===== config.mk =====
export PLATFORM = sky130hd
export DESIGN_NAME = mem_stage_lsu
export DESIGN_NICKNAME = d
export VERILOG_FILES = /design/src/rtl/mem_stage_lsu.sv
export SDC_FILE = /design/constraint.sdc
export NUM_CORES = 1
export LEC_CHECK = 0
export BUFFER_PORTS_ARGS = -buffer_cell sky130_fd_sc_hd__buf_2
export CAP_MARGIN = 20
export CORE_MARGIN = 5
export CORE_UTILIZATION = 45
export CTS_BUF_LIST = sky130_fd_sc_hd__clkbuf_16
export CTS_CLUSTER_DIAMETER = 150
export DETAILED_ROUTE_END_ITERATION = 10
export HOLD_SLACK_MARGIN = 0.12
export PLACE_DENSITY = 0.78
export SETUP_SLACK_MARGIN = 0.15
export SYNTH_ARGS = -nofsm -noshare
export SYNTH_HDL_FRONTEND = slang
export SYNTH_SLANG_ARGS = --single-unit

===== constraint.sdc =====
create_clock -name ACLK -period 3.06 [get_ports ACLK]
set_input_delay 0.459 -clock ACLK [delete_from_list [all_inputs] [get_ports ACLK]]
set_output_delay 0.459 -clock ACLK [all_outputs]
set_load 0.01 [all_outputs]

===== src/rtl/mem_stage_lsu.sv =====
// MEM-stage load/store unit: converts EX->MEM load/store controls into a
// req/gnt/rvalid data-memory transaction, aligns/extends load data, stalls
// the pipeline until the access completes, and flags misaligned accesses
// and memory timeouts.
module mem_stage_lsu #(
  parameter int unsigned WAIT_TIMEOUT = 255
) (
  input  logic        ACLK,
  input  logic        ARESET,
  input  logic        valid_i,
  input  logic        mem_read_c_i,
  input  logic        mem_write_c_i,
  input  logic [2:0]  funct3_i,
  input  logic [31:0] alu_result_i,
  input  logic [31:0] rs2_data_i,
  output logic        dm_req_o,
  output logic        dm_we_o,
  output logic [31:0] dm_addr_o,
  output logic [31:0] dm_wdata_o,
  output logic [3:0]  dm_wstrb_o,
  input  logic        dm_gnt_i,
  input  logic        dm_rvalid_i,
  input  logic [31:0] dm_rdata_i,
  output logic [31:0] mem_read_data_o,
  output logic        stall_c_o,
  output logic        misalign_o,
  output logic        bus_err_o
);

  // Wide enough to hold WAIT_TIMEOUT+1, so a saturated count still compares >= limit.
  localparam int unsigned CW = $clog2(WAIT_TIMEOUT + 2);

  typedef enum logic [1:0] {S_IDLE, S_REQ, S_WAIT_R} state_t;

  state_t          r_state, w_state_nxt;
  logic [CW-1:0]   r_cnt, w_cnt_nxt, w_cnt_inc;
  logic [31:0]     r_addr, r_wdata;
  logic [3:0]      r_wstrb;
  logic            r_we;
  logic [2:0]      r_f3;
  logic [1:0]      r_lane;

  logic            w_op, w_store, w_f3_legal, w_aligned, w_legal, w_capture, w_timeout;
  logic [31:0]     w_wdata;
  logic [3:0]      w_wstrb;

  function automatic logic [31:0] f_extract(input logic [2:0] f3,
                                            input logic [1:0] lane,
                                            input logic [31:0] w);
    logic [7:0]  b;
    logic [15:0] h;
    b = w[{lane, 3'b000} +: 8];
    h = lane[1] ? w[31:16] : w[15:0];
    case (f3)
      3'b000:  return {{24{b[7]}}, b};
      3'b100:  return {24'b0, b};
      3'b001:  return {{16{h[15]}}, h};
      3'b101:  return {16'b0, h};
      default: return w;
    endcase
  endfunction

  // Decode of the incoming EX->MEM slot: legality and store packing.
  always_comb begin
    w_op    = valid_i & (mem_read_c_i | mem_write_c_i);
    w_store = mem_write_c_i & ~mem_read_c_i;
    case (funct3_i)
      3'b000, 3'b001, 3'b010: w_f3_legal = 1'b1;
      3'b100, 3'b101:         w_f3_legal = ~w_store;
      default:                w_f3_legal = 1'b0;
    endcase
    case (funct3_i[1:0])
      2'b01:   w_aligned = ~alu_result_i[0];
      2'b10:   w_aligned = (alu_result_i[1:0] == 2'b00);
      default: w_aligned = 1'b1;
    endcase
    w_legal = w_f3_legal & w_aligned;
    case (funct3_i[1:0])
      2'b00: begin
        w_wdata = {4{rs2_data_i[7:0]}};
        w_wstrb = 4'b0001 << alu_result_i[1:0];
      end
      2'b01: begin
        w_wdata = {2{rs2_data_i[15:0]}};
        w_wstrb = alu_result_i[1] ? 4'b1100 : 4'b0011;
      end
      default: begin
        w_wdata = rs2_data_i;
        w_wstrb = 4'b1111;
      end
    endcase
    w_cnt_inc = (r_cnt == '1) ? r_cnt : r_cnt + CW'(1);
    w_timeout = (WAIT_TIMEOUT != 0) && (r_cnt >= CW'(WAIT_TIMEOUT));
  end

  // Next-state and output logic; completion takes priority over timeout.
  always_comb begin
    w_state_nxt     = r_state;
    w_cnt_nxt       = r_cnt;
    w_capture       = 1'b0;
    dm_req_o        = 1'b0;
    dm_we_o         = 1'b0;
    dm_addr_o       = '0;
    dm_wdata_o      = '0;
    dm_wstrb_o      = '0;
    mem_read_data_o = '0;
    stall_c_o       = 1'b0;
    misalign_o      = 1'b0;
    bus_err_o       = 1'b0;
    case (r_state)
      S_IDLE: begin
        w_cnt_nxt = '0;
        if (w_op) begin
          if (!w_legal) begin
            misalign_o = 1'b1;
          end else begin
            w_capture  = 1'b1;
            dm_req_o   = 1'b1;
            dm_we_o    = w_store;
            dm_addr_o  = {alu_result_i[31:2], 2'b00};
            dm_wdata_o = w_store ? w_wdata : '0;
            dm_wstrb_o = w_store ? w_wstrb : '0;
            if (dm_gnt_i && w_store) begin
              stall_c_o = 1'b0;
            end else begin
              stall_c_o   = 1'b1;
              w_cnt_nxt   = CW'(1);
              w_state_nxt = dm_gnt_i ? S_WAIT_R : S_REQ;
            end
          end
        end
      end
      S_REQ: begin
        if (dm_gnt_i || !w_timeout) begin
          dm_req_o   = 1'b1;
          dm_we_o    = r_we;
          dm_addr_o  = r_addr;
          dm_wdata_o = r_wdata;
          dm_wstrb_o = r_wstrb;
        end
        if (dm_gnt_i && r_we) begin
          w_state_nxt = S_IDLE;
          w_cnt_nxt   = '0;
        end else if (dm_gnt_i) begin
          stall_c_o   = 1'b1;
          w_state_nxt = S_WAIT_R;
          w_cnt_nxt   = w_cnt_inc;
        end else if (w_timeout) begin
          bus_err_o   = 1'b1;
          w_state_nxt = S_IDLE;
          w_cnt_nxt   = '0;
        end else begin
          stall_c_o = 1'b1;
          w_cnt_nxt = w_cnt_inc;
        end
      end
      S_WAIT_R: begin
        if (dm_rvalid_i) begin
          mem_read_data_o = f_extract(r_f3, r_lane, dm_rdata_i);
          w_state_nxt     = S_IDLE;
          w_cnt_nxt       = '0;
        end else if (w_timeout) begin
          bus_err_o   = 1'b1;
          w_state_nxt = S_IDLE;
          w_cnt_nxt   = '0;
        end else begin
          stall_c_o = 1'b1;
          w_cnt_nxt = w_cnt_inc;
        end
      end
      default: w_state_nxt = S_IDLE;
    endcase
    if (ARESET) begin
      dm_req_o        = 1'b0;
      dm_we_o         = 1'b0;
      dm_addr_o       = '0;
      dm_wdata_o      = '0;
      dm_wstrb_o      = '0;
      mem_read_data_o = '0;
      stall_c_o       = 1'b0;
      misalign_o      = 1'b0;
      bus_err_o       = 1'b0;
    end
  end

  // State and cycle counter registers.
  always_ff @(posedge ACLK) begin
    if (ARESET) begin
      r_state <= S_IDLE;
      r_cnt   <= '0;
    end else begin
      r_state <= w_state_nxt;
      r_cnt   <= w_cnt_nxt;
    end
  end

  // Transaction capture at issue, replayed while waiting for grant.
  always_ff @(posedge ACLK) begin
    if (ARESET) begin
      r_addr  <= '0;
      r_wdata <= '0;
      r_wstrb <= '0;
      r_we    <= 1'b0;
      r_f3    <= '0;
      r_lane  <= '0;
    end else if (w_capture) begin
      r_addr  <= {alu_result_i[31:2], 2'b00};
      r_wdata <= w_store ? w_wdata : '0;
      r_wstrb <= w_store ? w_wstrb : '0;
      r_we    <= w_store;
      r_f3    <= funct3_i;
      r_lane  <= alu_result_i[1:0];
    end
  end

endmodule


* Yosys cells after proc, flatten, opt, wreduce, memory -nomap -nowiden
Cells that the tools add are included.
** Cells by class
- Add/subtract/negate cells :: 1
- $mul :: 0
- Div/mod/pow operators :: 0
- Magnitude comparators :: 1
- Eq/ne operators :: 15
- Shift operators :: 2
- Mux-type cells :: 75
- Bitwise logic cells :: 7
- Reduce and logical (&&, ||, !) cells :: 13
** Operators with widths (number)
- 2-to-1 mux 32 bit :: 12
- one-hot mux 32 bit (2 select lines) :: 3
- one-hot mux 32 bit (4 select lines) :: 1
- 2-to-1 mux 9 bit :: 5
- indexed part select 32 x 6 -> 8 bit :: 1
- 2-to-1 mux 1 bit :: 29
- one-hot mux 9 bit (3 select lines) :: 1
- 2-to-1 mux 4 bit :: 6
- 2-to-1 mux 16 bit :: 1
- 2-to-1 mux 2 bit :: 8
- one-hot mux 4 bit (2 select lines) :: 2
- equality test 3 bit, second input constant :: 4
- one-hot mux 1 bit (2 select lines) :: 5
- adder 9 x 1 -> 9 bit, second input constant :: 1
- equality test 9 bit, second input constant :: 1
- >= comparator 9 x 8 -> 1 bit, second input constant :: 1
- equality test 3 x 1 -> 1 bit, second input constant :: 2
- zero test 2 bit :: 3
- zero test 3 bit :: 2
- != test 2 bit, second input constant :: 3
- one-hot mux 2 bit (3 select lines) :: 1
- equality test 2 x 1 -> 1 bit, second input constant :: 2
- equality test 2 bit, second input constant :: 2
- << shifter 1 x 2 -> 4 bit, first input constant :: 1
- 12 further kinds :: 17
** Word-level totals
- Bits in registers :: 83
- Latch bits :: 0
- RAM bits :: 0
- Memory bits (read-only) :: 0
- Output and inout bits :: 105
- Memories kept :: 0

* Logic depth before layout (Yosys ltp)
- Word-level depth :: 9
- Depth in mapped cells :: 12

* Least setup slack after synthesis
OpenSTA, ideal clock, no wires.
- Path kind :: input -> output
- From :: input port funct3_i[1]
- To :: output port misalign_o
- Arrival :: 2540 ps
- Data required time :: 2601 ps
- Setup slack :: 61 ps
- Cell stages on the path :: 9
- Path buffers :: 4
- Cell sequence :: clkbuf_1 inv_1 ha_1 buf_2 o21ai_0 a22o_1 buf_4 buf_6 nor3b_1
** On the way
- Word-level cells in the longest chain between the ends :: 8
- Elaborated cells between the ends (all ways) :: 16
** Ends and longest elaborated chain
- start, declared :: RTL line 13 : input logic [2:0] funct3_i,
- equality test 3 x 1 -> 1 bit, or another cell as far along :: RTL line 67 : case (funct3_i)
- OR reduction 3 bit / OR reduction 2 bit (equally long branches) :: RTL line 67
- one-hot mux 1 bit (2 select lines) :: RTL line 67
- AND 1 bit (*) :: RTL line 77 : w_legal = w_f3_legal & w_aligned;
- 2-to-1 mux 1 bit (*) :: RTL line 114 : if (!w_legal) begin
- 2-to-1 mux 1 bit (*) :: RTL line 113 : if (w_op) begin
- 2-to-1 mux 1 bit (*) :: RTL line 110 : case (r_state)
- 2-to-1 mux 1 bit (*) :: RTL line 173 : if (ARESET) begin
- end, declared :: RTL line 26 : output logic misalign_o,
Mark *: on every way between the ends. The rest lies on a longest branch, timed or not.

* Worst setup path after layout
- From :: input port funct3_i[0]
- To :: output port dm_wdata_o[28]
** On the way
- Word-level cells in the longest chain between the ends :: 8
- Elaborated cells between the ends (all ways) :: 19
** Ends and longest elaborated chain
- equality test 3 x 1 -> 1 bit, or another cell as far along :: RTL line 67
- OR reduction 3 bit / OR reduction 2 bit (equally long branches) :: RTL line 67
- one-hot mux 1 bit (2 select lines) :: RTL line 67
- AND 1 bit :: RTL line 77
- 2-to-1 mux 32 bit (*) :: RTL line 114
- 2-to-1 mux 32 bit (*) :: RTL line 113
- one-hot mux 32 bit (2 select lines) (*) :: RTL line 110
- 2-to-1 mux 32 bit (*) :: RTL line 173
- end, declared :: RTL line 19 : output logic [31:0] dm_wdata_o,
Marks and branches as above.

==> flow_summary_export.csv <==
group,metric,value,unit
die,die_height,118,um
critical_path,r2r_start,"r_state[0]",
detailed_routing,drcViolationCount,0,
global_route,grt_util_all_layers,24.0,%
detailed_routing,firstDrtPassIters,5,
critical_path,reg2reg_slack,0.82,ns
sta,slew_headroom,57.9,%
synthesis,yosysTopAreaCell,"dfxtp_1",
detailed_routing,vias,5993,
power,ir_worst_vdd,0.359,mV
sta,fmax,0.357,GHz
critical_path,crit_fanout,19,
layout,antenna-diode-count,0,
synthesis,yosysWarnings,0,
power,powerDensity,392,mW/mm^2
synthesis,synth_cells,690,
synthesis,yosys.area_share.simple,19.3,%
detailed_routing,avgViaCountPerCell,5.80,
detailed_routing,post_drt_wl_per_cell,17.2,um
synthesis,synth_top_family_by_area,"compound AO/OA/AOI/OAI gates",
global_route,grt_antenna_before_repair,0,
hold_path,worstHoldPathCells,3,
die,start_util,45.9,%
job,cap_viol_max_count,0,
die,num_rows,39,
synthesis,synth_area_leaders,"dfxtp_1 (32%), a22o_1 (8.3%), nand2_1 (8.1%)",
synthesis,synth_compound_area_share,34.8,%
layout,num-nets-final,1002,
placement,io_buffers,208,
outcome,status,"completed",
synthesis,synth_fa_ha_area_share,2.15,%
placement,place.gp.congestion,0.859,
synthesis,avgSynthCellArea,7.60,um^2
synthesis,synth_top_area_share,31.7,%
sta,rsz0062_at_grt,"yes",
global_route,grt_overflow_total,0,
layout,stdcell_area,0.00691,mm^2
layout,layout_commonest_cell,"buf_2",
placement,place_hpwl,12900,um
sta,min_period_over_period,91.5,%
critical_path,critical_path_class,"primary input to primary output",
global_route,grt_pass1_wl,28300,um
detailed_routing,drtAntennaViolNets,0,
synthesis,yosys-mux-area-fraction,3.03,%
power,switching_power,0.000759,W
critical_path,startpoint_type,"primary input",
synthesis,ys_async_sr_fraction,0,%
synthesis,ys_ff_latch,83,
clock_network,clock-sinks,83,
sta,skew,0.00649,ns
placement,dp_cells,1008,
layout,n_fill_cell,1063,
placement,place_area,0.00644,mm^2
sta,finalHoldViolCount,0,
clock_network,cts_buffer_depth,2,
power,cellLeakagePower,3.16,nW
power,seq_power_share,42.0,%
power,power.share.combinational,19.3,%
global_route,grt_start_max_net_pins,53,
sta,fin_tns_setup,0,ns
clock_network,root_buffer,"clkbuf_16",
die,die_w,118,um
synthesis,ys_seq_area_share,31.7,%
critical_path,reg2reg_depth,9,
layout,seq_area,0.00166,mm^2
hold_path,holdPathEnd,"r_addr[4]",
die,core_area,0.0114,mm^2
hold_path,hold_class,"primary input to flip-flop",
sta,tightest_slew,0.632,ns
die,die_area,0.0139,mm^2
critical_path,endpoint_kind,"primary output",
clock_network,cts_buffers,9,
critical_path,required,2.60,ns
critical_path,cp_data_arrival_time,2.34,ns
sta,min_period,2.80,ns
global_route,grt_pass1_vias,5677,
layout,finalNonFillerCells,1034,
synthesis,ys_types,54,
synthesis,synth_edf_count,0,
synthesis,synth_xor_area_share,0,%
synthesis,ys.flop_type,"dfxtp_1",
sta,finalSetupViolCount,0,
die,pin_count,211,
critical_path,timing.rr.end,"r_wdata[31]",
power,p_total,0.00271,W
detailed_routing,drt_iter0_drc,432,
power,sw_frac_of_total,28.0,%
sta,drv_slew,0,
clock_network,ctsHoldBuffers,0,
layout,layout_common_cells,"buf_2 (208), nand2_1 (113), dfxtp_1 (83), a21oi_1 (68), nor2_1 (56)",
hold_path,min_from,"alu_result_i[4]",
power,p_int,0.00195,W
detailed_routing,drt_wl_total,17700,um
clock_network,clk_latency,0.33,ns
layout,area_growth_syn_to_layout,31.7,%
synthesis,syn_area,0.00525,mm^2
clock_network,cts_tree,"done",
clock_network,path_clk_slew,0.06,ns
power,clkPwrFrac,38.7,%
layout,drive_gt1_share,31.6,%
clock_network,htree_levels,3,
layout,multi_input_area,0.00320,mm^2
## kinds of logic after synthesis
group	after synthesis
adder cells (fa/ha/maj)	9
other	1
buffers and inverters	110
flip-flops	83
AND/OR/NAND/NOR	228
multiplexers	12
AO/OA/AOI/OAI	247
## Yosys cell counts (3+ instances only)
library cell and n:
a211oi_1 4, a21o_1 5, a21oi_1 68, a221oi_1 7
a22o_1 50, a22oi_1 36, a31oi_1 4, and3_1 3
buf_1 3, buf_2 19, buf_4 5, clkbuf_1 33
dfxtp_1 83, ha_1 9, inv_1 47, mux2i_1 8
mux4_2 3, nand2_1 113, nand2b_1 7, nand3_1 7
nand3b_1 3, nand4_1 5, nor2_1 57, nor2b_1 7
nor3_1 11, nor3b_1 3, o21ai_0 11, o21bai_1 3
o22ai_1 9, o2bb2ai_1 17, o32a_1 17, or4_1 4
## state kept, by name, indices dropped and copies added (netlist names)
register	flops
r_wdata	32
r_addr	30
r_cnt	9
r_wstrb	4
r_f3	3
r_lane	2
r_state	2
r_we	1
## cell type report
class,count,area share [%]
timing repair buffer,247,20.4
clock buffer,9,3.26
sequential,83,24.1
tap,143,2.59
clock inverter,6,0.815
multi-input combinational,499,46.3
inverter,47,2.55
## timing repair
action | CTS | global route
setup buffers | 2 | 6
pin swaps | 3 | 5
endpoints found under the setup margin | 54 | 68
cloned | 1 | 2
resized for setup | 6 | 17
hold endpoints to repair | 0 | 0
## power groups by stage
stage | combinational, W | sequential (W) | clock, W
after floorplan | 0.000294 | 0.00115 | 0
after global placement | 0.000485 | 0.00116 | 0
after detailed placement | 0.000492 | 0.00116 | 0
after CTS | 0.000505 | 0.00114 | 0.00107
after global routing | 0.000578 | 0.00114 | 0.00112
final | 0.000524 | 0.00114 | 0.00105
## critical path, cell delays in order
cell	delay (ns)
buf_2	0.13
inv_1	0.09
ha_2	0.20
nor3_1	0.05
or2_1	0.25
a22o_4	0.26
buf_8	0.17
nor3_4	0.26
buf_6	0.20
a22o_1	0.15
buf_2	0.13
## worst max-delay path by stage
| stage | start | to | slack [ns] | depth (start not counted) |
|---|---|---|---|---|
| after global placement | funct3_i[0] | dm_addr_o[14] | 0.04 | 9 |
| after floorplan | funct3_i[1] | misalign_o | 0.17 | 9 |
| final | funct3_i[0] | dm_wdata_o[28] | 0.26 | 11 |
| after CTS | funct3_i[1] | dm_wdata_o[1] | 0.15 | 11 |
| after detailed placement | funct3_i[1] | dm_addr_o[12] | -0.13 | 9 |
| after global routing | funct3_i[0] | dm_wdata_o[1] | 0.16 | 11 |
## metrics by stage
step                      hold WS [ns]  utilization, %  worst slack, ns
after detailed placement         0.447            56.4           -0.127
final                            0.371            60.5            0.260
after global routing             0.377            60.5            0.160
after global placement           0.445            56.4           0.0414
after CTS                        0.359            59.3            0.152
after floorplan                  0.436               -            0.168
## per-layer routing
layer | up-vias | global-route usage [%] | routed length, um
li1 | 2903 | - | -
met2 | 265 | 42.1 | 8840
met3 | 29 | 7.02 | 1520
met5 | - | 0 | 0
met4 | 0 | 6.88 | 363
met1 | 2796 | 28.4 | 7010
Note: power is estimated with default switching activity, not from simulation.
